$ cat src/rtl/hazard_stall_unit_if.sv
// Signal bundle between the pipeline and the hazard/stall controller.
// The pipeline side is the master; the controller is the slave.
interface hazard_stall_unit_if #(
    parameter int unsigned CNT_W = 32
);
    logic [31:0]      id_instruction;
    logic             id_ex_mem_read;
    logic [4:0]       id_ex_rd;
    logic             ex_branch_taken;
    logic             dmem_req;
    logic             dmem_ack;
    logic             stall_pc;
    logic             stall_if_id;
    logic             flush_if_id;
    logic             flush_id_ex;
    logic             stall_all;
    logic             ignore_fwd_ex;
    logic             mem_error;
    logic [CNT_W-1:0] stall_cycles;

    modport master (
        output id_instruction, id_ex_mem_read, id_ex_rd, ex_branch_taken, dmem_req, dmem_ack,
        input  stall_pc, stall_if_id, flush_if_id, flush_id_ex, stall_all, ignore_fwd_ex,
               mem_error, stall_cycles
    );

    modport slave (
        input  id_instruction, id_ex_mem_read, id_ex_rd, ex_branch_taken, dmem_req, dmem_ack,
        output stall_pc, stall_if_id, flush_if_id, flush_id_ex, stall_all, ignore_fwd_ex,
               mem_error, stall_cycles
    );
endinterface

$ cat src/rtl/hazard_stall_unit.sv
// Hazard controller for the 5-stage RV32 pipeline: load-use stalls, branch flushes,
// multi-cycle data-memory freezes with timeout, and the EX-bubble flag for forwarding.
module hazard_stall_unit #(
    parameter int unsigned MEM_TIMEOUT = 16,
    parameter int unsigned CNT_W       = 32
) (
    input logic                clk,
    input logic                rst_n,
    hazard_stall_unit_if.slave hz
);
    localparam int unsigned    WaitW    = $clog2(MEM_TIMEOUT);
    localparam logic [WaitW-1:0] WaitLast = WaitW'(MEM_TIMEOUT - 1);

    localparam logic [6:0] OpLui   = 7'b0110111;
    localparam logic [6:0] OpAuipc = 7'b0010111;
    localparam logic [6:0] OpJal   = 7'b1101111;
    localparam logic [6:0] OpReg   = 7'b0110011;
    localparam logic [6:0] OpStore = 7'b0100011;
    localparam logic [6:0] OpBr    = 7'b1100011;

    typedef enum logic [0:0] {StRun, StMemWait} state_e;

    state_e           state_q, state_d;
    logic [WaitW-1:0] wait_cnt_q, wait_cnt_d;
    logic             ignore_fwd_q, ignore_fwd_d;
    logic             mem_error_q, mem_error_d;
    logic [CNT_W-1:0] stall_cycles_q, stall_cycles_d;

    logic [6:0] opcode;
    logic [4:0] rs1, rs2;
    logic       rs1_used, rs2_used, load_use;
    logic       timeout_hit, stall_all;
    logic       stall_pc, stall_if_id, flush_if_id, flush_id_ex;

    assign opcode = hz.id_instruction[6:0];
    assign rs1    = hz.id_instruction[19:15];
    assign rs2    = hz.id_instruction[24:20];

    always_comb begin
        rs1_used = !(opcode inside {OpLui, OpAuipc, OpJal});
        rs2_used = opcode inside {OpReg, OpStore, OpBr};
        load_use = hz.id_ex_mem_read && (hz.id_ex_rd != 5'd0) &&
                   ((rs1_used && (hz.id_ex_rd == rs1)) || (rs2_used && (hz.id_ex_rd == rs2)));
    end

    // Forced release on the last allowed wait cycle keeps a hung memory from locking the core.
    assign timeout_hit = (state_q == StMemWait) && (wait_cnt_q == WaitLast) && !hz.dmem_ack;
    assign stall_all   = hz.dmem_req && !hz.dmem_ack && !timeout_hit;

    always_comb begin
        stall_pc    = 1'b0;
        stall_if_id = 1'b0;
        flush_if_id = 1'b0;
        flush_id_ex = 1'b0;
        if (stall_all) begin
            stall_pc    = 1'b1;
            stall_if_id = 1'b1;
        end else if (hz.ex_branch_taken) begin
            flush_if_id = 1'b1;
            flush_id_ex = 1'b1;
        end else if (load_use) begin
            stall_pc    = 1'b1;
            stall_if_id = 1'b1;
            flush_id_ex = 1'b1;
        end
    end

    always_comb begin
        state_d    = state_q;
        wait_cnt_d = '0;
        unique case (state_q)
            StRun: begin
                if (stall_all) state_d = StMemWait;
            end
            StMemWait: begin
                wait_cnt_d = wait_cnt_q + 1'b1;
                if (hz.dmem_ack || timeout_hit || !hz.dmem_req) state_d = StRun;
            end
        endcase
    end

    always_comb begin
        ignore_fwd_d   = stall_all ? ignore_fwd_q : flush_id_ex;
        mem_error_d    = mem_error_q | timeout_hit;
        stall_cycles_d = stall_cycles_q;
        if (stall_pc && (stall_cycles_q != '1)) stall_cycles_d = stall_cycles_q + 1'b1;
    end

    always_ff @(posedge clk or negedge rst_n) begin
        if (!rst_n) begin
            state_q        <= StRun;
            wait_cnt_q     <= '0;
            ignore_fwd_q   <= 1'b1;
            mem_error_q    <= 1'b0;
            stall_cycles_q <= '0;
        end else begin
            state_q        <= state_d;
            wait_cnt_q     <= wait_cnt_d;
            ignore_fwd_q   <= ignore_fwd_d;
            mem_error_q    <= mem_error_d;
            stall_cycles_q <= stall_cycles_d;
        end
    end

    assign hz.stall_pc      = stall_pc;
    assign hz.stall_if_id   = stall_if_id;
    assign hz.flush_if_id   = flush_if_id;
    assign hz.flush_id_ex   = flush_id_ex;
    assign hz.stall_all     = stall_all;
    assign hz.ignore_fwd_ex = ignore_fwd_q;
    assign hz.mem_error     = mem_error_q;
    assign hz.stall_cycles  = stall_cycles_q;
endmodule

$ cat src/flat_wrapper.sv
// flat-port wrapper written by rule: the top's interface ports become plain ports
module hazard_stall_unit_flat 
#(
    parameter int unsigned MEM_TIMEOUT = 16,
    parameter int unsigned CNT_W       = 32
)
  (clk, rst_n, hz_id_instruction, hz_id_ex_mem_read, hz_id_ex_rd, hz_ex_branch_taken, hz_dmem_req, hz_dmem_ack, hz_stall_pc, hz_stall_if_id, hz_flush_if_id, hz_flush_id_ex, hz_stall_all, hz_ignore_fwd_ex, hz_mem_error, hz_stall_cycles);
  hazard_stall_unit_if #(.CNT_W(CNT_W)) hz_i ();
  input logic clk;
  input logic rst_n;
  input wire logic [$bits(hz_i.id_instruction)-1:0] hz_id_instruction;
  input wire logic [$bits(hz_i.id_ex_mem_read)-1:0] hz_id_ex_mem_read;
  input wire logic [$bits(hz_i.id_ex_rd)-1:0] hz_id_ex_rd;
  input wire logic [$bits(hz_i.ex_branch_taken)-1:0] hz_ex_branch_taken;
  input wire logic [$bits(hz_i.dmem_req)-1:0] hz_dmem_req;
  input wire logic [$bits(hz_i.dmem_ack)-1:0] hz_dmem_ack;
  output wire logic [$bits(hz_i.stall_pc)-1:0] hz_stall_pc;
  output wire logic [$bits(hz_i.stall_if_id)-1:0] hz_stall_if_id;
  output wire logic [$bits(hz_i.flush_if_id)-1:0] hz_flush_if_id;
  output wire logic [$bits(hz_i.flush_id_ex)-1:0] hz_flush_id_ex;
  output wire logic [$bits(hz_i.stall_all)-1:0] hz_stall_all;
  output wire logic [$bits(hz_i.ignore_fwd_ex)-1:0] hz_ignore_fwd_ex;
  output wire logic [$bits(hz_i.mem_error)-1:0] hz_mem_error;
  output wire logic [$bits(hz_i.stall_cycles)-1:0] hz_stall_cycles;
  assign hz_i.id_instruction = hz_id_instruction;
  assign hz_i.id_ex_mem_read = hz_id_ex_mem_read;
  assign hz_i.id_ex_rd = hz_id_ex_rd;
  assign hz_i.ex_branch_taken = hz_ex_branch_taken;
  assign hz_i.dmem_req = hz_dmem_req;
  assign hz_i.dmem_ack = hz_dmem_ack;
  assign hz_stall_pc = hz_i.stall_pc;
  assign hz_stall_if_id = hz_i.stall_if_id;
  assign hz_flush_if_id = hz_i.flush_if_id;
  assign hz_flush_id_ex = hz_i.flush_id_ex;
  assign hz_stall_all = hz_i.stall_all;
  assign hz_ignore_fwd_ex = hz_i.ignore_fwd_ex;
  assign hz_mem_error = hz_i.mem_error;
  assign hz_stall_cycles = hz_i.stall_cycles;
  hazard_stall_unit #(.MEM_TIMEOUT(MEM_TIMEOUT), .CNT_W(CNT_W)) u_core (.clk(clk), .rst_n(rst_n), .hz(hz_i));
endmodule
$ cat config.mk
export PLATFORM = sky130hd
export DESIGN_NAME = hazard_stall_unit_flat
export DESIGN_NICKNAME = d
export VERILOG_FILES = /design/src/rtl/hazard_stall_unit_if.sv /design/src/rtl/hazard_stall_unit.sv /design/src/flat_wrapper.sv
export SDC_FILE = /design/constraint.sdc
export NUM_CORES = 1
export LEC_CHECK = 0
export CORE_MARGIN = 4
export CORE_UTILIZATION = 33
export CTS_CLUSTER_SIZE = 12
export DETAILED_ROUTE_END_ITERATION = 10
export GPL_TIMING_DRIVEN = 0
export PLACE_DENSITY = 0.63
export REMOVE_ABC_BUFFERS = 1
export SYNTH_ARGS = -nofsm -noshare
export SYNTH_HDL_FRONTEND = slang
export SYNTH_SLANG_ARGS = --single-unit
$ cat constraint.sdc
create_clock -name clk -period 2.6 [get_ports clk]
set_input_delay 0.26 -clock clk [delete_from_list [all_inputs] [get_ports clk]]
set_output_delay 0.26 -clock clk [all_outputs]
set_load 0.02 [all_outputs]
==> run summary <==
Status = completed
CTS buffer count = 5
Power Density = 527 mW/mm2
Max cap viols = 0
Startpoint types = input port
IO Count = 82
Hold buffers post-CTS = 0
Worst R2R Setup Slack = 0.21 ns
Die span in x = 88.5 um
Ant diodes = 0
Synth unique cells = 41
Largest net degree at the start of global routing = 40
Drt drc = 0
Vias in the first global route = 1741
CTS tree = yes
Post-synth design cell area = 0.00214 mm2
DRT antenna net count = 0
#FFs+latches synth = 39
Commonest non-fill, non-tap cell in the layout = clkdlybuf4s50_1
DRT iter0 DRCs = 108
Via count = 1762
H-tree depth = 2
YS warnings = 0
Placer Congestion = 0.714
Worst slew margin = 0.426
Post-synth ARST share = 1.00
Starting Density = 0.339
Drt wl/cell = 14.7 um
Post-route minimum period = 2.45 ns
Kind of critical path = in2out
Row count = 29
Number of antenna violations at the first check in global routing = 0
Least-Margin Pin Slew = 0.861 ns
Final Skew = 0.00740 ns
Post-synth EDFFs = 0
Nets = 318
Area grow syn2layout = 41.7%
Avg Inst Size Synth = 10.7 um2
Clock Pin Slew Worst Setup and Hold Paths = 0.07 ns
Die area = 0.00784 mm2
Fillers = 604
Slew Viols, Final = 0
Most frequent cells in the layout = clkdlybuf4s50_1 (62), dfrtp_1 (38), xor2_1 (35)
Critical path arrival = 2.19 ns
Clock buffer depth = 2
CTS Root Buffer Type = clkbuf_8
First-pass GRT wire length = 8340 um
GRT overflow = 0
Core box area = 0.00631 mm2
Fmax = 408 MHz
Critical path capture point type = primary output
Reg2reg start = u_core.hz.stall_cycles[0]$_DFFE_PN0P_
CP endpoint = hz_stall_pc
Final setup viols = 0
Worst R2R Path Depth = 8
Crit path required time = 2.34 ns
Routed WL = 5160 um
Crit Path Max Fanout = 5
Peak supply drop = 0.330 mV
Clock sink total = 39
Critical R2R Capture = u_core.hz.stall_cycles[1]$_DFFE_PN0P_
Final hold vios = 0
P_leak = 1.36 nW
Design Power = 1.60 mW
Drt pass-1 iters = 4
Crit. Startpoint = hz_id_ex_rd[0]
Layout cells sized above 1 = 0.120
Mapped Cells = 201
Tot GR Track Use = 0.140
Sequential share of the synthesized area = 0.456
Slack of the critical path = 0.147 ns
Hold/Removal Path Class = in2async
Routed vias/inst = 5.02
# port buffers = 66
Ys flop type = dfrtp_1
Final HPWL DP = 3550 um
Die outline height = 88.5 um
Clk Latency, worst-skew pair = 0.30 ns
Place WS = -1.05 ns
Period utilization = 0.944
metal layers:
metal | up-vias | global-route usage | routed length (um)
met5 | - | 0 | 0
met4 | 0 | 0.0577 | 56
met3 | 7 | 0.0466 | 433
met2 | 63 | 0.218 | 2410
met1 | 837 | 0.181 | 2260
li1 | 855 | - | -
critical path, stage by stage:
cell and delay [ns]:
clkdlybuf4s50_1 0.46, or4_1 0.54, o21ai_1 0.15, a31oi_1 0.07, o21ai_2 0.13, o21a_4 0.20, inv_1 0.09, clkdlybuf4s15_1 0.30
cells in the mapped netlist (all sizes together), types with 6 or more instances:
master | count | area share
and3 | 7 | 0.020
dfrtp | 38 | 0.44
nand2 | 10 | 0.020
nand3 | 14 | 0.035
nand4 | 10 | 0.039
nor2 | 10 | 0.026
nor3 | 13 | 0.030
nor3b | 9 | 0.034
nor4 | 6 | 0.018
xnor2 | 8 | 0.033
xor2 | 35 | 0.14
power breakdown:
group          total, mW  switching [mW]  internal (mW)
Sequential         0.724          0.0657          0.658
Clock              0.531           0.220          0.310
Combinational      0.342           0.162          0.181
Total               1.60           0.448           1.15
kinds of logic after synthesis:
logic type      share of synthesized area
compound gates                     0.0216
xor+xnor                            0.176
fa+ha+maj                          0.0117
buf+inv                            0.0286
flops                               0.456
mux                               0.00526
simple gates                        0.300
worst min path at each step:
stage               slack, ns                                endpoint  cells past startpoint
global route             0.14  u_core.hz.stall_cycles[23]$_DFFE_PN0P_                      1
finish                   0.06  u_core.hz.stall_cycles[23]$_DFFE_PN0P_                      1
CTS                      0.11  u_core.hz.stall_cycles[25]$_DFFE_PN0P_                      1
global placement         0.46          u_core.wait_cnt_q[0]$_DFF_PN0_                      1
detailed placement       0.44  u_core.hz.stall_cycles[23]$_DFFE_PN0P_                      1
floorplan               -0.04           u_core.hz.mem_error$_DFF_PN0_                      0
area by class of cell:
type	count	area [um2]	area share
inverter	4	15.0	0.00495
clock inverter	2	35.0	0.0116
clock buffer	6	82.6	0.0272
multi-input combinational	153	1130	0.373
sequential	39	977	0.322
timing repair buffer	70	697	0.230
tap	77	96.3	0.0318
metrics by stage:
stage	instances	util	hold slack [ns]	TNS (ns)	instance area [um2]
floorplan	195	-	-0.0356	0	2090
global placement	338	0.452	0.459	-15.32	2850
detailed placement	338	0.451	0.440	-15.56	2850
CTS	348	0.473	0.105	0	2990
global route	351	0.480	0.143	-0.0110	3030
finish	351	0.480	0.0635	0	3030
what timing repair did:
action / 4_1_cts / 5_1_grt
cloned: 1 / 0
resized for setup: 6 / 5
pin swaps: 1 / 1
setup endpoints to repair: 35 / 6
setup buffers: 1 / 3
registers in the layout (all words and copies together) (netlist names):
signal / count
u_core.hz.ignore_fwd_ex: 1
u_core.state_q: 1
u_core.wait_cnt_q: 4
u_core.hz.stall_cycles: 32
u_core.hz.mem_error: 1
Note: power is estimated with default switching activity, not from simulation.
